### src/rtl/conv_encoder_framer.sv
// Rate-1/2, K=3 convolutional encoder with a message/symbol handshake.
// Takes one SEQ_WIDTH-bit message, emits it MSB-first as 2-bit coded symbols
// {c1,c0}. The generators are G0=111 (c1) and G1=101 (c0). Optional zero tail
// bits drive the trellis back to state 00.
module conv_encoder_framer #(
   parameter int SEQ_WIDTH  = 5,
   parameter int DATA_WIDTH = 2,
   parameter int TAIL_EN    = 1
) (
   input  logic                  clk,
   input  logic                  reset,
   input  logic                  msg_valid,
   output logic                  msg_ready,
   input  logic [SEQ_WIDTH-1:0]  msg_data,
   output logic                  tx_valid,
   input  logic                  tx_ready,
   output logic [DATA_WIDTH-1:0] tx_data,
   output logic                  tx_start,
   output logic                  tx_last,
   output logic [1:0]            enc_state
);

   localparam int FRAME_LEN = (TAIL_EN != 0) ? SEQ_WIDTH + 2 : SEQ_WIDTH;
   localparam int CNT_W     = $clog2(SEQ_WIDTH + 2);

   localparam logic [CNT_W-1:0] LAST_IDX     = CNT_W'(FRAME_LEN - 1);
   localparam logic [CNT_W-1:0] MSG_LAST_IDX = CNT_W'(SEQ_WIDTH - 1);

   localparam logic [1:0] IDLE   = 2'd0;
   localparam logic [1:0] ENCODE = 2'd1;
   localparam logic [1:0] FLUSH  = 2'd2;

   logic [1:0]            fsm_q,   fsm_d;
   logic [SEQ_WIDTH-1:0]  msg_q,   msg_d;     // remaining bits, next one at MSB
   logic [1:0]            sr_q,    sr_d;      // {s1,s0}, s1 = newest bit
   logic [CNT_W-1:0]      cnt_q,   cnt_d;     // index of symbol on tx_data
   logic                  valid_q, valid_d;
   logic                  start_q, start_d;
   logic                  last_q,  last_d;
   logic [DATA_WIDTH-1:0] data_q,  data_d;

   logic             u_hs;
   logic             u_tx;
   logic [CNT_W-1:0] cnt_inc;

   // The message register shifts in zeros, so once the message bits are used
   // up the tail symbols automatically encode u=0.
   assign u_hs    = msg_data[SEQ_WIDTH-1];
   assign u_tx    = msg_q[SEQ_WIDTH-1];
   assign cnt_inc = cnt_q + CNT_W'(1);

   // Next-state logic: frame start on message handshake, advance on symbol transfer.
   always_comb begin
      fsm_d   = fsm_q;
      msg_d   = msg_q;
      sr_d    = sr_q;
      cnt_d   = cnt_q;
      valid_d = valid_q;
      start_d = start_q;
      last_d  = last_q;
      data_d  = data_q;
      case (fsm_q)
         IDLE: begin
            if (msg_valid) begin
               // First symbol is encoded from state 00, so c1 = c0 = u.
               msg_d   = msg_data << 1;
               sr_d    = {u_hs, 1'b0};
               data_d  = {u_hs, u_hs};
               cnt_d   = '0;
               valid_d = 1'b1;
               start_d = 1'b1;
               last_d  = (LAST_IDX == '0);
               fsm_d   = ENCODE;
            end
         end
         ENCODE, FLUSH: begin
            if (valid_q && tx_ready) begin
               if (cnt_q == LAST_IDX) begin
                  valid_d = 1'b0;
                  start_d = 1'b0;
                  last_d  = 1'b0;
                  data_d  = '0;
                  fsm_d   = IDLE;
               end else begin
                  msg_d   = msg_q << 1;
                  data_d  = {u_tx ^ sr_q[1] ^ sr_q[0], u_tx ^ sr_q[0]};
                  sr_d    = {u_tx, sr_q[1]};
                  cnt_d   = cnt_inc;
                  start_d = 1'b0;
                  last_d  = (cnt_inc == LAST_IDX);
                  if (fsm_q == ENCODE && cnt_q == MSG_LAST_IDX) begin
                     fsm_d = FLUSH;
                  end
               end
            end
         end
         default: fsm_d = IDLE;
      endcase
   end

   // State registers; reset aborts any frame in progress immediately.
   always_ff @(posedge clk or negedge reset) begin
      if (!reset) begin
         fsm_q   <= IDLE;
         msg_q   <= '0;
         sr_q    <= 2'b00;
         cnt_q   <= '0;
         valid_q <= 1'b0;
         start_q <= 1'b0;
         last_q  <= 1'b0;
         data_q  <= '0;
      end else begin
         fsm_q   <= fsm_d;
         msg_q   <= msg_d;
         sr_q    <= sr_d;
         cnt_q   <= cnt_d;
         valid_q <= valid_d;
         start_q <= start_d;
         last_q  <= last_d;
         data_q  <= data_d;
      end
   end

   assign msg_ready = (fsm_q == IDLE);
   assign tx_valid  = valid_q;
   assign tx_data   = data_q;
   assign tx_start  = start_q;
   assign tx_last   = last_q;
   assign enc_state = sr_q;

endmodule

### config.mk
export PLATFORM = sky130hd
export DESIGN_NAME = conv_encoder_framer
export DESIGN_NICKNAME = d
export VERILOG_FILES = /design/src/rtl/conv_encoder_framer.sv
export SDC_FILE = /design/constraint.sdc
export NUM_CORES = 1
export LEC_CHECK = 0
export CAP_MARGIN = 20
export CORE_AREA = 2 2 56 47
export CTS_BUF_LIST = sky130_fd_sc_hd__clkbuf_4 sky130_fd_sc_hd__clkbuf_8
export CTS_CLUSTER_DIAMETER = 200
export DETAILED_ROUTE_END_ITERATION = 7
export DIE_AREA = 0 0 58 49
export DONT_BUFFER_PORTS = 1
export SYNTH_ARGS = -nofsm -noshare
export SYNTH_HDL_FRONTEND = slang
export SYNTH_SLANG_ARGS = --single-unit
### constraint.sdc
create_clock -name clk -period 2.95 [get_ports clk]
set_input_delay 0.4425 -clock clk [delete_from_list [all_inputs] [get_ports clk]]
set_output_delay 0.4425 -clock clk [all_outputs]
set_load 0.03 [all_outputs]
### Word-level counts from Yosys, hierarchy flattened

Cells that the tools add are included.
Widths: inputs -> output; s select.

* $add $sub $neg: 1
* eq/ne operators: 10
* muxes and demuxes: 31
* bitwise gates (word level): 3
* reduce and logical (&&, ||, !) cells: 9

Operator list (count)
* $mux 2: 10
* $mux 5: 3
* $pmux 2 s2: 3
* $pmux 5 s2: 1
* $eq 3x3->1 const B: 3
* $mux 3: 3
* $ne 2x2->1 const B: 4
* $reduce_and 4->1: 2
* $mux 1: 7
* $pmux 1 s2: 3
* $pmux 3 s2: 1
* $reduce_and 3->1: 2
* $add 3x1->3 const B: 1
* $ne 3x3->1 const B: 1
* $xor 1x1->1: 3
* $eq 2x1->1 const B: 1
* $eq 2x2->1 const B: 1
* $logic_and 1x1->1: 2
* $logic_not 2->1: 1
* $reduce_bool 2->1: 1
* $reduce_or 2->1: 1

* register bits after elaboration: 17
* input bits: 9
* logic and storage cells: 62

### Longest topological paths before layout

Gate-level depths: netlist of run 1.

* depth in word-level cells: 6
* gate-level depth with buffers: 7
* depth with buffers taken out: 5

### Worst setup path before layout of run 1

OpenSTA, ideal clock, no wires.

* kind: register -> register
* from: reg fsm_q[0]
* to: reg sr_q[0], in the netlist enc_state[0]
* arrival: 1582 ps
* data required time: 2829 ps
* path slack: 1247 ps
* cell stages (with the launch flop): 6
* buffers on the path: 0
* clock period less this slack: 1703 ps
* cells stage by stage: dfrtp_1 > inv_1 > ha_1 > mux2i_1 > a211o_1 > a22o_1

RTL lines
* start: declaration: line 33 `logic [1:0] fsm_q, fsm_d;`
* start signal: assignment: line 113 `fsm_q <= fsm_d;`
* $logic_not 2->1 (*)
* named net msg_ready: line 13 `output logic msg_ready,`
* $ne 2x2->1 (no source line) or $reduce_bool 2->1 (tied branches)
* $reduce_and 4->1 (no source line)
* end signal: assignment: line 115 `sr_q <= sr_d;`
* end: declaration: line 35 `logic [1:0] sr_q, sr_d;`

Mark *: on every way through the listed nets, which the timed path passes. The rest lies on a longest branch.
A chain may end at the register's enable or synchronous reset.

### Worst setup path after layout of run 1

* from: reg fsm_q[0]
* to: reg msg_q[4]

* longest elaborated chain between the ends: 4

RTL lines
* $eq 2x1->1 or $eq 2x2->1 (tied branches): line 62 `case (fsm_q)`
* $reduce_or 2->1: line 62
* $ne 2x2->1 (no source line) or $reduce_bool 2->1 (tied branches)
* $reduce_and 4->1 (no source line)
* end signal: assignment: line 114 `msg_q <= msg_d;`
* end: declaration: line 34 `logic [SEQ_WIDTH-1:0] msg_q, msg_d;`

Several ways; a longest one is shown, not always the timed one.

==> results of run 1 <==
-- layout make-up --
| cell class | instances | area [µm²] | share of cell area |
|---|---|---|---|
| Timing Repair Buffer | 1 | 10.0 | 0.0102 |
| Sequential cell | 16 | 400 | 0.406 |
| Multi-Input combinational cell | 62 | 504 | 0.511 |
| Inverter | 4 | 15.0 | 0.0152 |
| Tap cell | 27 | 33.8 | 0.0343 |
| Clock buffer | 3 | 22.5 | 0.0228 |
-- cells in the final DEF, fill, tap and decap left out, types with 3 or more instances in the layout --
cell type,count
dfrtp_1,16
ha_1,6
nand2_1,5
nor2_1,5
inv_1,4
a22o_1,3
or3_1,3
o221a_1,3
clkbuf_4,3
-- kinds of logic after synthesis --
group / count (synthesis) / share of synthesized area
XOR/XNOR: 2 / 0.0186
flip-flops: 16 / 0.424
AO/OA/AOI/OAI: 26 / 0.251
adder cells (fa/ha/maj): 6 / 0.0796
AND/OR/NAND/NOR: 26 / 0.163
buffers and inverters: 7 / 0.0411
multiplexers: 2 / 0.0225
-- state kept, by name (all words and copies together), names as in the netlist --
register   cells
tx_last        1
tx_data        2
fsm_q          2
msg_q          4
tx_start       1
cnt_q          3
tx_valid       1
enc_state      2
-- metal layers --
| layer | global-route usage | vias to the layer above | wire (µm) | share of wire |
|---|---|---|---|---|
| met1 | 0.216 | 334 | 949 | 0.47 |
| li1 | - | 326 | - | - |
| met5 | 0 | - | 0 | 0 |
| met3 | 0.0663 | 2 | 165 | 0.082 |
| met2 | 0.227 | 23 | 891 | 0.44 |
| met4 | 0.0155 | 0 | 10 | 0.0050 |
-- worst max-delay path, cell delays in order, from the launching register on --
cell and delay, ns:
dfrtp_1 0.38, inv_1 0.06, ha_1 0.67, a21bo_1 0.32, or3_4 0.35, o221a_1 0.24
-- worst max-delay path by stage --
stage	start	end	slack, ns	cells past startpoint
finish	fsm_q[0]$_DFFE_PN0P_	msg_q[4]$_DFFE_PN0P_	0.84	5
global route	fsm_q[0]$_DFFE_PN0P_	msg_q[4]$_DFFE_PN0P_	0.69	5
CTS	fsm_q[0]$_DFFE_PN0P_	msg_q[4]$_DFFE_PN0P_	0.84	5
detailed placement	fsm_q[0]$_DFFE_PN0P_	msg_q[4]$_DFFE_PN0P_	0.86	5
global placement	fsm_q[0]$_DFFE_PN0P_	msg_q[4]$_DFFE_PN0P_	0.93	5
floorplan	fsm_q[0]$_DFFE_PN0P_	enc_state[0]$_DFFE_PN0P_	1.25	5
-- report_power, final --
part,total [mW],switching (mW),internal (mW)
clock network,0.116,0.0683,0.0474
registers,0.219,0,0.219
logic,0.00571,0.00419,0.00153
==> metrics, run 1 <==
status finished clean; Synth area leader dfrtp_1; final worst-path cycle share 0.716; Synth Area per Inst 11.1 µm²; post-cts resize count 0; slew margin rel. 0.507; PwrDens 345 mW/mm²; via count 685; register area share after synthesis 0.424; most frequent cell after synthesis dfrtp_1; vias in the first global route 678; Primary FF master, synth dfrtp_1; Worst-path clk slew 0.09 ns; Final Util 0.425; hold_sp msg_data[0]; Crit path arrival time 2.29 ns; P_leak 0.452 nW; total grt overflow 0; Max Clock Freq 474 MHz; actual slew at the worst max-slew pin 0.738 ns; Critical Path End Type register; DP Wirelength 1.54 mm; die area 0.00284 mm²; pin count of the biggest net entering global routing 23; Post-DP Area 953 µm²; CP startpoint kind register; Post-Syn Area 943 µm²; critical setup path kind reg -> reg; filler cell count 225; minimum clock period 2.11 ns; Hold Path Sink msg_q[1]$_DFFE_PN0P_; maximum VDD drop 0.000327 V; Synth cell types 43; Post-synth top cells dfrtp_1, ha_1, nand2_1, nor2_1, inv_1; flop-to-flop setup slack 0.84 ns; Yosys reg bits 16; Total Negative Setup Slacks 0 ns; Routed Antenna Nets 0; clk sinks 16; Total GRT Usage 0.154; Die Ht 49 µm; routed len/inst 17.8 µm; RSZ-0062 raised after global routing false; Post-Syn Instances 85; Synth area leaders dfrtp_1, ha_1, o221a_1; post-CTS setup buffer count 0; worst-path maximum fanout 22; port bufs 0; RR Startpoint fsm_q[0]$_DFFE_PN0P_; row cnt 16; FFs w/ async S/R, synth 1.00; # setup viols final 0; Cells on Worst Hold Path 1; Clk Latency, worst-skew pair 0.28 ns; share of the synthesized area in the top cell type 0.424; first-pass GRT wire length 3.33 mm; number of max-cap violations 0; Starting Density 0.406; Area Growth Syn to Fin 4.51%; Antenna Cells 0; Post-synth EDFFs 0; Synth Net Count 100; setup ws final 0.839 ns; core area 0.00232 mm²; CTS tree yes; Initial DRT Pass Iterations 4; Max clock buf depth 2; DRC 0; CTS H-tree depth 1; hold crit path type in -> reg; final hold violation count 0; CP Data Required Time 3.13 ns; Total Nets Final 103; Root Driver clkbuf_4; clk_skew 0.00184 ns; pre-CTS worst setup slack 0.855 ns; total power 0.340 mW; placed cells 109; warnings from Yosys 0; via density per instance 6.06; terminus of the critical flop-to-flop path msg_q[4]$_DFFE_PN0P_; initial antenna violation count 0; FF-to-FF path depth 5; hold slack 0.291 ns; IO Pins 17; Slew Viols, Final 0; Starting DRT DRC Count 20; die width 58 µm; Num CTS Buffers 3; Routed WL 2.02 mm; share of layout cells above drive strength 1 0.128; fin cells 113; GPL Wtd Cong 0.806; CTS Hold Bufs 1; Design Area, Final 986 µm²
(Power assumes the default switching activity.)
==> inputs of run 2 (changes only) <==
==> constraint.sdc (replaced) <==
create_clock -name clk -period 1.9 [get_ports clk]
set_input_delay 0.285 -clock clk [delete_from_list [all_inputs] [get_ports clk]]
set_output_delay 0.285 -clock clk [all_outputs]
set_load 0.03 [all_outputs]
==> metrics, run 2 (synthesized netlist as in run 1, its figures left out) <==
Biggest register msg_q (unchanged); hold slack 0.144 ns (was 0.291 ns); Slew Viols, Final 0 (unchanged); Hold Path Sink msg_q[1]$_DFFE_PN0P_ (unchanged); max reg flops 4 (unchanged); Cells on Worst Hold Path 1 (unchanged); routed len/inst 17.4 µm (was 17.8 µm); status finished clean (unchanged); # setup viols final 0 (unchanged); Critical Path End Type register (unchanged); actual slew at the worst max-slew pin 0.734 ns (was 0.738 ns); terminus of the critical flop-to-flop path fsm_q[0]$_DFFE_PN0P_ (was msg_q[4]$_DFFE_PN0P_); Final Util 0.443 (was 0.425); post-cts resize count 0 (unchanged); Worst-path clk slew 0.10 ns (was 0.09 ns); number of max-cap violations 0 (unchanged); via density per instance 5.97 (was 6.06); CTS Hold Bufs 1 (unchanged); DRC 0 (unchanged); Starting Density 0.406 (unchanged); final worst-path cycle share 0.951 (was 0.716); initial antenna violation count 0 (unchanged); Max Clock Freq 553 MHz (was 474 MHz); pre-CTS worst setup slack 0.119 ns (was 0.855 ns); row cnt 16 (unchanged); most common cell after layout, fill and taps aside dfrtp_1 (unchanged); die area 0.00284 mm² (unchanged); post-CTS setup buffer count 0 (unchanged); Num CTS Buffers 3 (unchanged); critical setup path kind reg -> reg (unchanged); Antenna Cells 0 (unchanged); commonest cells after routing, fill and taps aside dfrtp_1, ha_1, nand2_1, nor2_1 (was dfrtp_1, ha_1, nand2_1, nor2_1, inv_1); RR Startpoint fsm_q[0]$_DFFE_PN0P_ (unchanged); port bufs 0 (unchanged); flop-to-flop setup slack 0.09 ns (was 0.84 ns); P_leak 0.479 nW (was 0.452 nW); Largest regs msg_q: 4 flops, cnt_q: 3 flops (unchanged); hold crit path type in -> reg (unchanged); core area 0.00232 mm² (unchanged); Die Ht 49 µm (unchanged); total power 0.575 mW (was 0.340 mW); IO Pins 17 (unchanged); Total GRT Usage 0.165 (was 0.154); Design Area, Final 0.00103 mm² (was 986 µm²); Routed Antenna Nets 0 (unchanged); Area Growth Syn to Fin 9.15% (was 4.51%); vias in the first global route 702 (was 678); CTS tree yes (unchanged); first-pass GRT wire length 3.52 mm (was 3.33 mm); PwrDens 558 mW/mm² (was 345 mW/mm²); share of layout cells above drive strength 1 0.176 (was 0.128); slew margin rel. 0.509 (was 0.507); clk sinks 16 (unchanged); clk_skew 0.00980 ns (was 0.00184 ns); Routed WL 2.05 mm (was 2.02 mm); CTS H-tree depth 1 (unchanged); final hold violation count 0 (unchanged); Post-DP Area 983 µm² (was 953 µm²); Max clock buf depth 2 (unchanged); FF-to-FF path depth 5 (unchanged); Total Nets Final 107 (was 103); fin cells 118 (was 113); worst-path maximum fanout 7 (was 22); minimum clock period 1.81 ns (was 2.11 ns); placed cells 113 (was 109); CP startpoint kind register (unchanged); Clk Latency, worst-skew pair 0.29 ns (was 0.28 ns); maximum VDD drop 0.000451 V (was 0.000327 V); hold_sp msg_data[0] (unchanged); die width 58 µm (unchanged); via count 704 (was 685); setup ws final 0.0926 ns (was 0.839 ns); Starting DRT DRC Count 16 (was 20); DP Wirelength 1.61 mm (was 1.54 mm); pin count of the biggest net entering global routing 17 (was 23); CP Data Required Time 2.09 ns (was 3.13 ns); RSZ-0062 raised after global routing false (unchanged); Total Negative Setup Slacks 0 ns (unchanged); GPL Wtd Cong 0.855 (was 0.806); total grt overflow 0 (unchanged); Root Driver clkbuf_4 (unchanged); Crit path arrival time 1.99 ns (was 2.29 ns); Initial DRT Pass Iterations 4 (unchanged)
run 2: cell types whose count changed in the layout (fill, tap and decap cells not counted):
cell / before / now
clkbuf_8: 0 / 1
buf_4: 0 / 4
run 2: metal layers:
metal	vias to the layer above	wire length, µm	GRT usage	part of all wire
met5	-	0	0	0
met3	2	138	0.0663	0.067
li1	337	-	-	-
met2	25	860	0.231	0.42
met4	0	10	0.0349	0.0049
met1	340	1040	0.239	0.51
run 2: final cells by class:
class,instances,area (µm²)
fill,229,1290
tap,27,33.8
inverter,4,15.0
timing repair buffer,5,40.0
sequential,16,400
multi-input combinational,62,504
clock buffer,4,36.3
run 2: critical path: stages (launching register included):
cell	delay (ns)
dfrtp_1	0.38
inv_1	0.05
ha_1	0.37
a21boi_2	0.23
a311oi_1	0.30
mux2_2	0.37
run 2: worst max path at each step:
stage                               from                        to  slack, ns  cells past startpoint
floorplan           fsm_q[0]$_DFFE_PN0P_  enc_state[0]$_DFFE_PN0P_       0.20                      5
detailed placement  fsm_q[0]$_DFFE_PN0P_      fsm_q[0]$_DFFE_PN0P_       0.12                      5
global placement    fsm_q[0]$_DFFE_PN0P_      fsm_q[0]$_DFFE_PN0P_       0.17                      5
CTS                 fsm_q[0]$_DFFE_PN0P_      fsm_q[0]$_DFFE_PN0P_        0.1                      5
finish              fsm_q[0]$_DFFE_PN0P_      fsm_q[0]$_DFFE_PN0P_       0.09                      5
global route        fsm_q[0]$_DFFE_PN0P_       tx_last$_DFFE_PN0P_       0.02                      5
run 2: report_power, final:
group	switching, mW	internal, mW	total, mW
clock	0.109	0.117	0.226
combinational	0.00646	0.00237	0.00883
sequential	0	0.340	0.340
